## src/rtl/mult_pkg.sv

```systemverilog
// -----------------------------------------------------------------------------
// mult_pkg
// Shared definitions for the pipelined shift-add multiplier:
//   - prod_w()          full product width for a WA x WB multiply
//   - stage record      flat packed layout handed from stage to stage
//   - sat_hi()/sat_lo() saturation limits for a given result width and mode
// -----------------------------------------------------------------------------
package mult_pkg;

    // Widest intermediate the saturation helpers can compare against.
    localparam int MAX_W = 64;

    // Stage record, packed LSB first:
    //   vld | sgn | tag[TAG_W] | b_rem[WB] | a_sh[PW] | acc[PW]
    localparam int OFF_VLD = 0;
    localparam int OFF_SGN = 1;
    localparam int OFF_TAG = 2;

    function automatic int prod_w(input int wa, input int wb);
        return wa + wb;
    endfunction

    function automatic int off_brem(input int tag_w);
        return OFF_TAG + tag_w;
    endfunction

    function automatic int off_ash(input int wb, input int tag_w);
        return off_brem(tag_w) + wb;
    endfunction

    function automatic int off_acc(input int wa, input int wb, input int tag_w);
        return off_ash(wb, tag_w) + prod_w(wa, wb);
    endfunction

    function automatic int rec_w(input int wa, input int wb, input int tag_w);
        return off_acc(wa, wb, tag_w) + prod_w(wa, wb);
    endfunction

    // Largest representable result: 2^(w-1)-1 signed, 2^w-1 unsigned.
    function automatic logic signed [MAX_W:0] sat_hi(input int out_w, input logic sgn);
        logic signed [MAX_W:0] one;
        one = (MAX_W+1)'(1);
        return sgn ? (one <<< (out_w - 1)) - one : (one <<< out_w) - one;
    endfunction

    // Smallest representable result: -2^(w-1) signed, 0 unsigned.
    function automatic logic signed [MAX_W:0] sat_lo(input int out_w, input logic sgn);
        logic signed [MAX_W:0] one;
        one = (MAX_W+1)'(1);
        return sgn ? -(one <<< (out_w - 1)) : '0;
    endfunction

endpackage

```

## src/rtl/mult_pipe_stage.sv

```systemverilog
// -----------------------------------------------------------------------------
// mult_pipe_stage
// One partial-product stage. Stage K looks at bit K of the multiplier and adds
// the already-shifted multiplicand (a_ext << K) into the accumulator; the last
// stage subtracts instead when the sample is signed (two's-complement weight of
// the multiplier MSB is negative).
// Ports:
//   clk, rst   clock, asynchronous active-high reset (valid bit only)
//   en         advance enable (low while the pipeline is stalled)
//   prev_rec   stage record from the previous stage / input
//   next_rec   registered stage record for the next stage
// -----------------------------------------------------------------------------
module mult_pipe_stage
    import mult_pkg::*;
#(
    parameter int WA      = 8,
    parameter int WB      = 8,
    parameter int TAG_W   = 4,
    parameter int K       = 0,
    parameter bit IS_LAST = 1'b0
) (
    input  logic                            clk,
    input  logic                            rst,
    input  logic                            en,
    input  logic [rec_w(WA, WB, TAG_W)-1:0] prev_rec,
    output logic [rec_w(WA, WB, TAG_W)-1:0] next_rec
);

    localparam int PW     = prod_w(WA, WB);
    localparam int RW     = rec_w(WA, WB, TAG_W);
    localparam int O_BREM = off_brem(TAG_W);
    localparam int O_ASH  = off_ash(WB, TAG_W);
    localparam int O_ACC  = off_acc(WA, WB, TAG_W);

    logic             vld_in, sgn_in;
    logic [TAG_W-1:0] tag_in;
    logic [WB-1:0]    b_in;
    logic [PW-1:0]    a_sh_in, acc_in, term, acc_nxt;

    assign vld_in  = prev_rec[OFF_VLD];
    assign sgn_in  = prev_rec[OFF_SGN];
    assign tag_in  = prev_rec[O_BREM-1:OFF_TAG];
    assign b_in    = prev_rec[O_ASH-1:O_BREM];
    assign a_sh_in = prev_rec[O_ACC-1:O_ASH];
    assign acc_in  = prev_rec[RW-1:O_ACC];

    assign term    = b_in[K] ? a_sh_in : '0;
    assign acc_nxt = (IS_LAST && sgn_in) ? acc_in - term : acc_in + term;

    logic             vld_pk, sgn_pk;
    logic [TAG_W-1:0] tag_pk;
    logic [WB-1:0]    b_pk;
    logic [PW-1:0]    a_sh_pk, acc_pk;

    // ---- stage K register boundary ----
    always_ff @(posedge clk or posedge rst) begin
        if (rst)     vld_pk <= 1'b0;
        else if (en) vld_pk <= vld_in;
    end

    // Datapath of bubble slots is don't-care, so no reset here.
    always_ff @(posedge clk) begin
        if (en) begin
            acc_pk  <= acc_nxt;
            a_sh_pk <= a_sh_in << 1;
            b_pk    <= b_in;
            sgn_pk  <= sgn_in;
            tag_pk  <= tag_in;
        end
    end

    assign next_rec = {acc_pk, a_sh_pk, b_pk, tag_pk, sgn_pk, vld_pk};

endmodule

```

## src/rtl/mult_pipe_param.sv

```systemverilog
// -----------------------------------------------------------------------------
// mult_pipe_param
// Fully pipelined WA x WB shift-add multiplier, one product per clock, with
// per-sample signed/unsigned mode, a sideband tag, and a final round (half up)
// and saturate stage producing an OUT_W-bit Q-format result (FRAC LSBs dropped).
// Latency is WB+1 cycles; a stall freezes every stage.
// Ports:
//   clk, rst                    clock, asynchronous active-high reset
//   in_valid/in_ready           input handshake (in_ready = ~stall, combinational)
//   in_signed, in_a, in_b       mode and operands
//   in_tag                      sideband carried to out_tag
//   out_valid/out_ready         output handshake, outputs held while stalled
//   out_result, out_tag,out_sat rounded/saturated product, tag, clip flag
// -----------------------------------------------------------------------------
module mult_pipe_param
    import mult_pkg::*;
#(
    parameter int WA    = 8,
    parameter int WB    = 8,
    parameter int FRAC  = 0,
    parameter int OUT_W = 16,
    parameter int TAG_W = 4
) (
    input  logic             clk,
    input  logic             rst,
    input  logic             in_valid,
    output logic             in_ready,
    input  logic             in_signed,
    input  logic [WA-1:0]    in_a,
    input  logic [WB-1:0]    in_b,
    input  logic [TAG_W-1:0] in_tag,
    output logic             out_valid,
    input  logic             out_ready,
    output logic [OUT_W-1:0] out_result,
    output logic [TAG_W-1:0] out_tag,
    output logic             out_sat
);

    localparam int PW      = prod_w(WA, WB);
    localparam int RW      = rec_w(WA, WB, TAG_W);
    localparam int O_BREM  = off_brem(TAG_W);
    localparam int O_ACC   = off_acc(WA, WB, TAG_W);
    localparam int HALF_SH = (FRAC > 0) ? FRAC - 1 : 0;
    localparam logic [PW:0] HALF = (FRAC > 0) ? ((PW+1)'(1) << HALF_SH) : '0;

    // Round half up at PW+1 bits so a carry out of the top bit is kept.
    function automatic logic [PW:0] round_q(input logic [PW-1:0] acc, input logic sgn);
        logic [PW:0] x;
        x = {sgn & acc[PW-1], acc} + HALF;
        if (sgn) return $unsigned($signed(x) >>> FRAC);
        return x >> FRAC;
    endfunction

    // Returns {clipped, result}.
    function automatic logic [OUT_W:0] sat_q(input logic [PW:0] r, input logic sgn);
        logic signed [MAX_W:0] v, hi, lo;
        if (sgn) v = (MAX_W+1)'($signed(r));
        else     v = (MAX_W+1)'(r);
        hi = sat_hi(OUT_W, sgn);
        lo = sat_lo(OUT_W, sgn);
        if (v > hi) return {1'b1, hi[OUT_W-1:0]};
        if (v < lo) return {1'b1, lo[OUT_W-1:0]};
        return {1'b0, v[OUT_W-1:0]};
    endfunction

    logic          stall, en;
    logic [PW-1:0] a_ext;
    logic [RW-1:0] rec [WB+1];

    assign stall    = out_valid & ~out_ready;
    assign en       = ~stall;
    assign in_ready = ~stall;

    assign a_ext  = in_signed ? PW'($signed(in_a)) : PW'(in_a);
    assign rec[0] = {{PW{1'b0}}, a_ext, in_b, in_tag, in_signed, in_valid & in_ready};

    for (genvar k = 0; k < WB; k++) begin : g_stage
        mult_pipe_stage #(
            .WA      (WA),
            .WB      (WB),
            .TAG_W   (TAG_W),
            .K       (k),
            .IS_LAST (k == WB - 1)
        ) u_stage (
            .clk      (clk),
            .rst      (rst),
            .en       (en),
            .prev_rec (rec[k]),
            .next_rec (rec[k+1])
        );
    end

    logic [PW-1:0]          acc_last;
    logic [TAG_W-1:0]       tag_last;
    logic                   sgn_last, vld_last;
    logic [O_ACC-O_BREM-1:0] unused_last;

    assign vld_last    = rec[WB][OFF_VLD];
    assign sgn_last    = rec[WB][OFF_SGN];
    assign tag_last    = rec[WB][O_BREM-1:OFF_TAG];
    assign acc_last    = rec[WB][RW-1:O_ACC];
    // Shifted multiplicand and multiplier bits are spent after the last stage.
    assign unused_last = rec[WB][O_ACC-1:O_BREM];

    logic [PW:0]    rnd;
    logic [OUT_W:0] sat_res;

    assign rnd     = round_q(acc_last, sgn_last);
    assign sat_res = sat_q(rnd, sgn_last);

    // ---- output stage (WB) register boundary ----
    always_ff @(posedge clk or posedge rst) begin
        if (rst) begin
            out_valid  <= 1'b0;
            out_result <= '0;
            out_tag    <= '0;
            out_sat    <= 1'b0;
        end else if (en) begin
            out_valid <= vld_last;
            if (vld_last) begin
                out_result <= sat_res[OUT_W-1:0];
                out_sat    <= sat_res[OUT_W];
                out_tag    <= tag_last;
            end
        end
    end

endmodule

```

## config.mk

```make
export PLATFORM = sky130hd
export DESIGN_NAME = mult_pipe_param
export DESIGN_NICKNAME = d
export VERILOG_FILES = /design/src/rtl/mult_pkg.sv /design/src/rtl/mult_pipe_stage.sv /design/src/rtl/mult_pipe_param.sv
export SDC_FILE = /design/constraint.sdc
export NUM_CORES = 1
export LEC_CHECK = 0
export ABC_CLOCK_PERIOD_IN_PS = 26200
export CAP_MARGIN = 20
export CORE_ASPECT_RATIO = 0.5
export CORE_MARGIN = 3
export CORE_UTILIZATION = 55
export CTS_CLUSTER_SIZE = 10
export DETAILED_ROUTE_END_ITERATION = 8
export PLACE_DENSITY_LB_ADDON = 0.12
export SLEW_MARGIN = 20
export SYNTH_ARGS = -nofsm -noshare
export SYNTH_HDL_FRONTEND = slang
export SYNTH_SLANG_ARGS = --single-unit
```

## constraint.sdc

```tcl
create_clock -name clk -period 26.2 [get_ports clk]
set_input_delay 6.55 -clock clk [delete_from_list [all_inputs] [get_ports clk]]
set_output_delay 6.55 -clock clk [all_outputs]
set_load 0.02 [all_outputs]
```

==> results.py, run 1 <==
metrics = {
    "detailed_routing": {
        "vias": 6829,
        "wl_mm": 18.6,
        "remaining_drc_errors": 0,
        "vias_per_cell": 5.51,
        "ant_nets": 0,
        "drt_iter0_markers": 445,
        "dr.pass1.iters": 5,
        "wire_per_inst_um": 15.0,
    },
    "yosys": {
        "yosysTopAreaCell": "edfxtp_1",
        "synthFlopType": "edfxtp_1",
        "synth_edf_count": 253,
        "async_flop_share_pct": 10.6,
        "yosys_warnings": 0,
        "ys_seq_area_share_pct": 66.2,
        "ys_ff_latch": 283,
        "synthCells": 849,
        "syn_area_per_cell_um2": 14.8,
        "synth_top_area_share_pct": 60.3,
        "syn_nets": 955,
        "synth_area_leaders": "edfxtp_1 60%, ha_1 7.4%, dfrtp_1 6.0%, and2_1 3.2%, xnor2_1 2.4%",
        "synthDistinctLibCells": 61,
        "synthesis.area_um2": 12600,
    },
    "pwr": {
        "max-vdd-ir-drop_mv": 0.0761,
        "power.leakage_nw": 5.53,
        "power_density_nw_per_um2": 139,
    },
    "worst_setup_path": {
        "cp-end-kind": "output pin",
        "r2r_cells": 11,
        "reg2reg_setup_slack_ps": 22920,
        "worstPathRequired_ps": 19650,
        "rr_endpoint": "g_stage[7].u_stage.acc_pk[15]",
        "endpoint": "in_ready",
        "crit_fanout": 54,
        "r2r_start": "g_stage[6].u_stage.b_pk[7]",
        "critPathKind": "in -> out",
        "critPathLaunchType": "primary input",
        "arrival_ps": 8470,
        "startpoint": "out_ready",
    },
    "place": {
        "port_buffers": 47,
        "dp.cells": 1189,
        "gp_congestion": 0.796,
        "hpwlAfterDp_mm": 12.8,
    },
    "layout": {
        "diodes": 0,
        "layout-drive-gt1-share_pct": 7.14,
        "stdcell_count": 1239,
        "fin_nets": 1032,
        "layout_common_cells": "253 x edfxtp_1, 75 x ha_1, 65 x and2_1, 47 x clkdlybuf4s50_1, 41 x nor2_1",
        "syn2layout_area_growth_pct": 14.2,
        "final_common_cell": "edfxtp_1",
    },
    "floorplan": {
        "rows": 38,
        "die_w_um": 220,
        "coreArea_um2": 22100,
        "initial_core_util_pct": 57.1,
        "die_h_um": 113,
        "dieArea_um2": 24900,
        "ioPinCount": 48,
    },
    "status": {
        "outcome": "finished clean",
    },
    "clock_network": {
        "cts_root_buf": "clkbuf_16",
        "cts_hold_buffers": 0,
        "cts_sinks": 283,
        "cts-resized-gates": 0,
        "clk_path_buf_depth": 3,
        "htreeDepth": 2,
        "numCtsBuffers": 34,
        "cts_tree": "yes",
        "post_cts_buffers": 0,
        "cts.clk_slew.worst_paths_ps": 50,
        "insertion_delay_ps": 500,
    },
    "sta": {
        "max_freq_mhz": 66.6,
        "finalHoldViolations": 0,
        "post-route-period-util_pct": 57.3,
        "setup_violations": 0,
        "final.setup.tns_ps": 0,
        "finalMaxSlewViolations": 0,
        "skew_ps": 13.1,
        "period_needed_ps": 15020,
        "slew_headroom_pct": 37.6,
        "rsz0062_at_grt": "no",
        "worst_pin_slew_ps": 936,
    },
    "grt": {
        "antenna_found_initial": 0,
        "grt_pass1_wl_mm": 32.2,
        "grt_max_degree": 79,
        "overflow": 0,
        "grt_use_total_pct": 15.9,
        "grt_pass1_vias": 6975,
    },
    "job": {
        "cap_violations": 0,
    },
    "hold_path": {
        "hp-class": "reg -> reg",
    },
}
-- kinds of logic after synthesis --
family | share of synthesized area, %
AOI/OAI and AO/OA | 9.68
adders and majority gates | 8.40
and+or+nand+nor | 9.31
buffers and inverters | 0.745
xor gates and xnor gates | 4.31
DFF | 66.2
muxes | 1.32
-- synthesized netlist by cell type (6+ instances only) --
master	number
inv_1	13
nor2b_1	7
clkbuf_1	12
a21oi_1	33
o21ai_0	20
nand2_1	22
and2_1	65
o22a_1	15
dfrtp_1	30
nor2_1	41
xnor2_1	35
a211oi_1	14
mux2_2	13
a21o_1	19
nor3_1	16
nand3_1	10
and3_1	9
fa_1	6
o21a_1	12
nand2b_1	9
a31oi_1	6
edfxtp_1	253
ha_1	75
o21bai_1	7
nand4_1	7
xor2_1	27
-- critical path, cell delays in order --
cell	delay, ps
clkdlybuf4s50_1	460
nand2b_4	110
buf_4	570
clkdlybuf4s50_1	740
-- routing by layer --
metal / GRT usage [%] / part of all wire (%)
met1: 19.6 / 44
met2: 27.9 / 49
met3: 4.24 / 5.2
met4: 4.71 / 2.4
met5: 0 / 0
-- state kept, by name, indices dropped and copies added, names as in the netlist --
| name | count |
|---|---|
| out_tag | 4 |
| g_stage.u_stage.tag_pk | 32 |
| g_stage.u_stage.b_pk | 28 |
| g_stage.u_stage.acc_pk | 122 |
| g_stage.u_stage.vld_pk | 8 |
| out_result | 16 |
| out_sat | 1 |
| g_stage.u_stage.a_sh_pk | 63 |
| g_stage.u_stage.sgn_pk | 8 |
| out_valid | 1 |
-- power breakdown --
group | switching, mW | internal (mW)
registers | 0.0883 | 0.774
logic | 0.396 | 0.337
clock network | 0.161 | 0.242
-- worst min-delay path by stage --
stage,slack [ps],end,start,cells past startpoint
finish,400,g_stage[7].u_stage.acc_pk[3],g_stage[6].u_stage.acc_pk[3],0
global route,410,g_stage[7].u_stage.acc_pk[3],g_stage[6].u_stage.acc_pk[3],0
CTS,410,g_stage[7].u_stage.acc_pk[3],g_stage[6].u_stage.acc_pk[3],0
detailed placement,400,g_stage[1].u_stage.b_pk[4],g_stage[0].u_stage.b_pk[4],0
global placement,400,g_stage[2].u_stage.b_pk[7],g_stage[1].u_stage.b_pk[7],0
floorplan,400,g_stage[1].u_stage.acc_pk[0],g_stage[0].u_stage.acc_pk[0],0
-- cell type report --
| cell class | count | area [µm²] |
|---|---|---|
| flip-flops and latches | 283 | 8350 |
| fillers | 1579 | 7670 |
| multi-input cells | 541 | 4170 |
| clock buffers | 47 | 921 |
| repair buffers | 53 | 515 |
| well taps | 300 | 375 |
| inverters | 13 | 48.8 |
| clock inverters | 2 | 17.5 |
-- stage by stage --
step / power, mW / instance area (µm²) / hold WS, ps / worst slack [ps] / utilization [%]
after CTS: 2.01 / 14400 / 409 / 11160 / 65.2
after global placement: 1.56 / 13400 / 401 / 11210 / 61.0
final: 2.00 / 14400 / 404 / 11180 / 65.3
after global routing: 2.15 / 14400 / 411 / 11100 / 65.3
after detailed placement: 1.60 / 13400 / 405 / 11170 / 61.0
after floorplan: 1.44 / 12600 / 400 / 5750 / -
Note: power is estimated with default switching activity, not from simulation.
==> run 2: changes to the inputs <==
- ABC_CLOCK_PERIOD_IN_PS: 26200 -> 12600
- clock period: 26.2 -> 12.6 ns (I/O delays scaled with it)
==> results.py, run 2 (same netlist as run 1, synthesis figures left out) <==
metrics = {
    "worst_setup_path": {
        "worstPathRequired_ps": 9450,
        "arrival_ps": 4860,
        "critPathLaunchType": "primary input",
        "crit_fanout": 45,
        "path_cells": "clkdlybuf4s50_1, nand2b_4, clkdlybuf4s50_1",
        "cpPeakStageDelay_ps": 720,
        "slowest_stage": "clkdlybuf4s50_1",
        "r2r_start": "g_stage[6].u_stage.b_pk[7]",
        "r2r_cells": 11,
        "cpMostUsedCell": "clkdlybuf4s50_1",
        "critPathKind": "in -> out",
        "rr_endpoint": "g_stage[7].u_stage.acc_pk[15]",
        "cp-end-kind": "output pin",
        "reg2reg_setup_slack_ps": 9310,
    },
    "layout": {
        "final_common_cell": "edfxtp_1",
        "largest_register_ffs": 122,
        "fin_util_pct": 65.3,
        "diodes": 0,
        "nFillCells": 1602,
        "top_register": "g_stage.u_stage.acc_pk",
        "fin_nets": 1030,
        "layout-drive-gt1-share_pct": 7.04,
        "layout_common_cells": "253 x edfxtp_1, 75 x ha_1, 65 x and2_1, 47 x clkdlybuf4s50_1, 41 x nor2_1",
        "syn2layout_area_growth_pct": 14.3,
        "reg_top3": "g_stage.u_stage.acc_pk: 122 flops, g_stage.u_stage.a_sh_pk: 63 flops, g_stage.u_stage.tag_pk: 32 flops",
    },
    "clock_network": {
        "cts-resized-gates": 0,
        "htreeDepth": 2,
        "numCtsBuffers": 34,
        "cts_root_buf": "clkbuf_16",
        "insertion_delay_ps": 500,
        "cts.clk_slew.worst_paths_ps": 50,
        "cts_hold_buffers": 0,
        "cts_tree": "yes",
        "cts_sinks": 283,
        "clk_path_buf_depth": 3,
        "post_cts_buffers": 0,
    },
    "detailed_routing": {
        "wl_mm": 18.3,
        "dr.pass1.iters": 5,
        "drt_iter0_markers": 385,
        "wire_per_inst_um": 14.8,
        "remaining_drc_errors": 0,
        "ant_nets": 0,
        "vias": 6706,
        "vias_per_cell": 5.42,
    },
    "job": {
        "cap_violations": 0,
    },
    "status": {
        "outcome": "finished clean",
    },
    "sta": {
        "rsz0062_at_grt": "no",
        "period_needed_ps": 8010,
        "finalMaxSlewViolations": 0,
        "worst_pin_slew_ps": 997,
        "skew_ps": 17.0,
        "setup_violations": 0,
        "slew_headroom_pct": 33.5,
        "max_freq_mhz": 125,
        "final.setup.tns_ps": 0,
        "post-route-period-util_pct": 63.5,
        "finalHoldViolations": 0,
    },
    "grt": {
        "overflow": 0,
        "grt_pass1_vias": 6808,
        "grt_pass1_wl_mm": 31.0,
        "grt_use_total_pct": 15.4,
        "grt_max_degree": 86,
        "antenna_found_initial": 0,
    },
    "hold_path": {
        "min_from": "g_stage[5].u_stage.acc_pk[2]",
        "whs_endpoint": "g_stage[6].u_stage.acc_pk[2]",
        "hp-class": "reg -> reg",
        "min_path_cells": 0,
    },
    "pwr": {
        "power_density_nw_per_um2": 289,
        "power.leakage_nw": 5.53,
        "max-vdd-ir-drop_mv": 0.132,
        "finalPower_mw": 4.16,
    },
    "place": {
        "port_buffers": 47,
        "gp_congestion": 0.812,
        "hpwlAfterDp_mm": 12.6,
    },
    "floorplan": {
        "initial_core_util_pct": 57.1,
        "ioPinCount": 48,
        "dieArea_um2": 24900,
        "die_h_um": 113,
        "die_w_um": 220,
        "rows": 38,
        "coreArea_um2": 22100,
    },
}
-- run 2: cell types whose count changed in the layout (fill, tap and decap cells not counted), sizes merged --
cell,previous run,this run
buf,6,4
clkinv,0,2
inv,15,14
-- run 2: worst max path at each step --
stage	start	to	slack (ps)	cells after the start
after floorplan	out_ready	in_ready	2840	2
after global placement	out_ready	in_ready	4620	3
after detailed placement	out_ready	in_ready	4580	3
after CTS	out_ready	in_ready	4550	3
after global routing	out_ready	in_ready	4490	3
final	out_ready	in_ready	4590	3
-- run 2: critical path: cells and delay by family --
kind,cells,cell delay (ps)
buf+inv,2,1190
simple gates,1,510
-- run 2: through the flow --
stage          area [µm²]  cells  hold slack, ps  worst slack [ps]
3_3_place_gp        13400   1187             402              4620
6_report            14400   1238             414              4590
5_1_grt             14400   1238             421              4490
3_5_place_dp        13400   1187             405              4580
4_1_cts             14400   1237             416              4550
2_1_floorplan       12600    849             400              2840
-- run 2: routing by layer --
metal	up-vias	global-route usage [%]	part of all wire, %
met4	0	4.58	1.6
met1	3159	19.7	46
met5	-	0	0
li1	3415	-	-
met2	100	26.3	48
met3	32	3.97	4.0
-- run 2: area by class of cell --
class / instances / area [µm²] / area share, %
Sequential cell: 283 / 8350 / 58.0
Multi-Input combinational cell: 541 / 4170 / 28.9
Clock buffer: 47 / 921 / 6.39
Timing Repair Buffer: 51 / 500 / 3.47
Tap cell: 300 / 375 / 2.61
Inverter: 13 / 48.8 / 0.339
Clock inverter: 3 / 41.3 / 0.287
-- run 2: where the power goes --
| group | leakage, nW | total, mW | switching (mW) | internal, mW |
|---|---|---|---|---|
| sequential | 2.89 | 1.79 | 0.184 | 1.61 |
| combinational | 2.18 | 1.51 | 0.813 | 0.697 |
| clock | 0.464 | 0.851 | 0.343 | 0.507 |
==> run 3: changes to the inputs <==
- ABC_CLOCK_PERIOD_IN_PS: 12600 -> 6450
- clock period: 12.6 -> 6.45 ns (I/O delays scaled with it)
==> results.py, run 3 (same netlist as run 1, synthesis figures left out) <==
metrics = {
    "status": {
        "outcome": "finished clean",
    },
    "worst_setup_path": {
        "rr_endpoint": "g_stage[7].u_stage.acc_pk[15]",
        "arrival_ps": 3280,
        "critPathLaunchType": "primary input",
        "cp-end-kind": "output pin",
        "critPathKind": "in -> out",
        "reg2reg_setup_slack_ps": 3210,
        "r2r_start": "g_stage[6].u_stage.b_pk[7]",
        "crit_fanout": 42,
        "r2r_cells": 11,
        "worstPathRequired_ps": 4840,
        "startpoint": "out_ready",
    },
    "layout": {
        "diodes": 0,
        "stdcell_count": 1238,
        "layout-drive-gt1-share_pct": 7.04,
        "largest_register_ffs": 122,
        "fin_nets": 1030,
        "layout_common_cells": "253 x edfxtp_1, 75 x ha_1, 65 x and2_1, 47 x clkdlybuf4s50_1, 41 x nor2_1",
        "syn2layout_area_growth_pct": 14.3,
        "top_register": "g_stage.u_stage.acc_pk",
        "reg_top3": "g_stage.u_stage.acc_pk: 122 flops, g_stage.u_stage.a_sh_pk: 63 flops, g_stage.u_stage.tag_pk: 32 flops",
        "final_common_cell": "edfxtp_1",
    },
    "place": {
        "dp.cells": 1187,
        "hpwlAfterDp_mm": 12.6,
        "gp_congestion": 0.848,
        "port_buffers": 47,
    },
    "grt": {
        "grt_pass1_vias": 6913,
        "antenna_found_initial": 0,
        "grt_pass1_wl_mm": 31.9,
        "grt_use_total_pct": 15.7,
        "overflow": 0,
        "grt_max_degree": 93,
    },
    "detailed_routing": {
        "remaining_drc_errors": 0,
        "wl_mm": 18.5,
        "wire_per_inst_um": 14.9,
        "ant_nets": 0,
        "vias_per_cell": 5.46,
        "drt_iter0_markers": 457,
        "dr.pass1.iters": 6,
        "vias": 6763,
    },
    "sta": {
        "finalHoldViolations": 0,
        "skew_ps": 22.5,
        "final.setup.tns_ps": 0,
        "post-route-period-util_pct": 75.8,
        "rsz0062_at_grt": "no",
        "period_needed_ps": 4890,
        "max_freq_mhz": 204,
        "finalMaxSlewViolations": 0,
        "setup_violations": 0,
        "worst_pin_slew_ps": 881,
        "hold-worst-slack_ps": 412,
        "slew_headroom_pct": 41.2,
    },
    "floorplan": {
        "die_h_um": 113,
        "ioPinCount": 48,
        "coreArea_um2": 22100,
        "die_w_um": 220,
        "initial_core_util_pct": 57.1,
        "rows": 38,
        "dieArea_um2": 24900,
    },
    "pwr": {
        "power.leakage_nw": 5.53,
        "max-vdd-ir-drop_mv": 0.320,
        "power_density_nw_per_um2": 563,
        "finalPower_mw": 8.12,
    },
    "job": {
        "cap_violations": 0,
    },
    "clock_network": {
        "htreeDepth": 2,
        "cts_sinks": 283,
        "post_cts_buffers": 0,
        "cts-resized-gates": 0,
        "insertion_delay_ps": 500,
        "cts_hold_buffers": 0,
        "cts.clk_slew.worst_paths_ps": 50,
        "cts_root_buf": "clkbuf_16",
        "cts_tree": "yes",
        "numCtsBuffers": 34,
        "clk_path_buf_depth": 3,
    },
    "hold_path": {
        "min_from": "g_stage[5].u_stage.acc_pk[3]",
        "min_path_cells": 0,
        "hp-class": "reg -> reg",
        "whs_endpoint": "g_stage[6].u_stage.acc_pk[3]",
    },
}
run 3: routing by layer:
layer | share of wire [%] | vias up | routed length [µm] | GRT usage [%]
met1 | 45 | 3224 | 8400 | 20.2
met3 | 4.1 | 41 | 759 | 4.08
li1 | - | 3408 | - | -
met5 | 0 | - | 0 | 0
met2 | 48 | 90 | 8930 | 26.5
met4 | 2.1 | 0 | 395 | 4.54
run 3: power breakdown:
group | leakage, nW | switching, mW | total, mW | internal, mW
combinational | 2.18 | 1.59 | 2.95 | 1.36
sequential | 2.89 | 0.364 | 3.51 | 3.15
clock | 0.463 | 0.669 | 1.66 | 0.990
run 3: worst max-delay path by stage:
stage | to | slack, ps | cells after the start
after detailed placement | in_ready | 1520 | 3
after floorplan | in_ready | 1190 | 2
after global placement | in_ready | 1570 | 3
final | in_ready | 1560 | 3
after global routing | in_ready | 1440 | 3
after CTS | in_ready | 1500 | 3
run 3: area by class of cell:
cell class / instances / area (µm²)
fillers: 1563 / 7650
inverters: 13 / 48.8
clock inverters: 3 / 41.3
flip-flops and latches: 283 / 8350
multi-input cells: 541 / 4170
repair buffers: 51 / 504
clock buffers: 47 / 921
well taps: 300 / 375
run 3: critical path, cell delays in order:
cell and delay (ps):
clkdlybuf4s50_1 470, nand2b_4 480, clkdlybuf4s50_1 710
run 3: stage by stage:
stage          area, µm²  utilization (%)  setup slack (ps)
5_1_grt            14400             65.3              1440
3_3_place_gp       13400             60.9              1570
6_report           14400             65.3              1560
2_1_floorplan      12600                -              1190
3_5_place_dp       13400             60.9              1520
4_1_cts            14400             65.3              1500
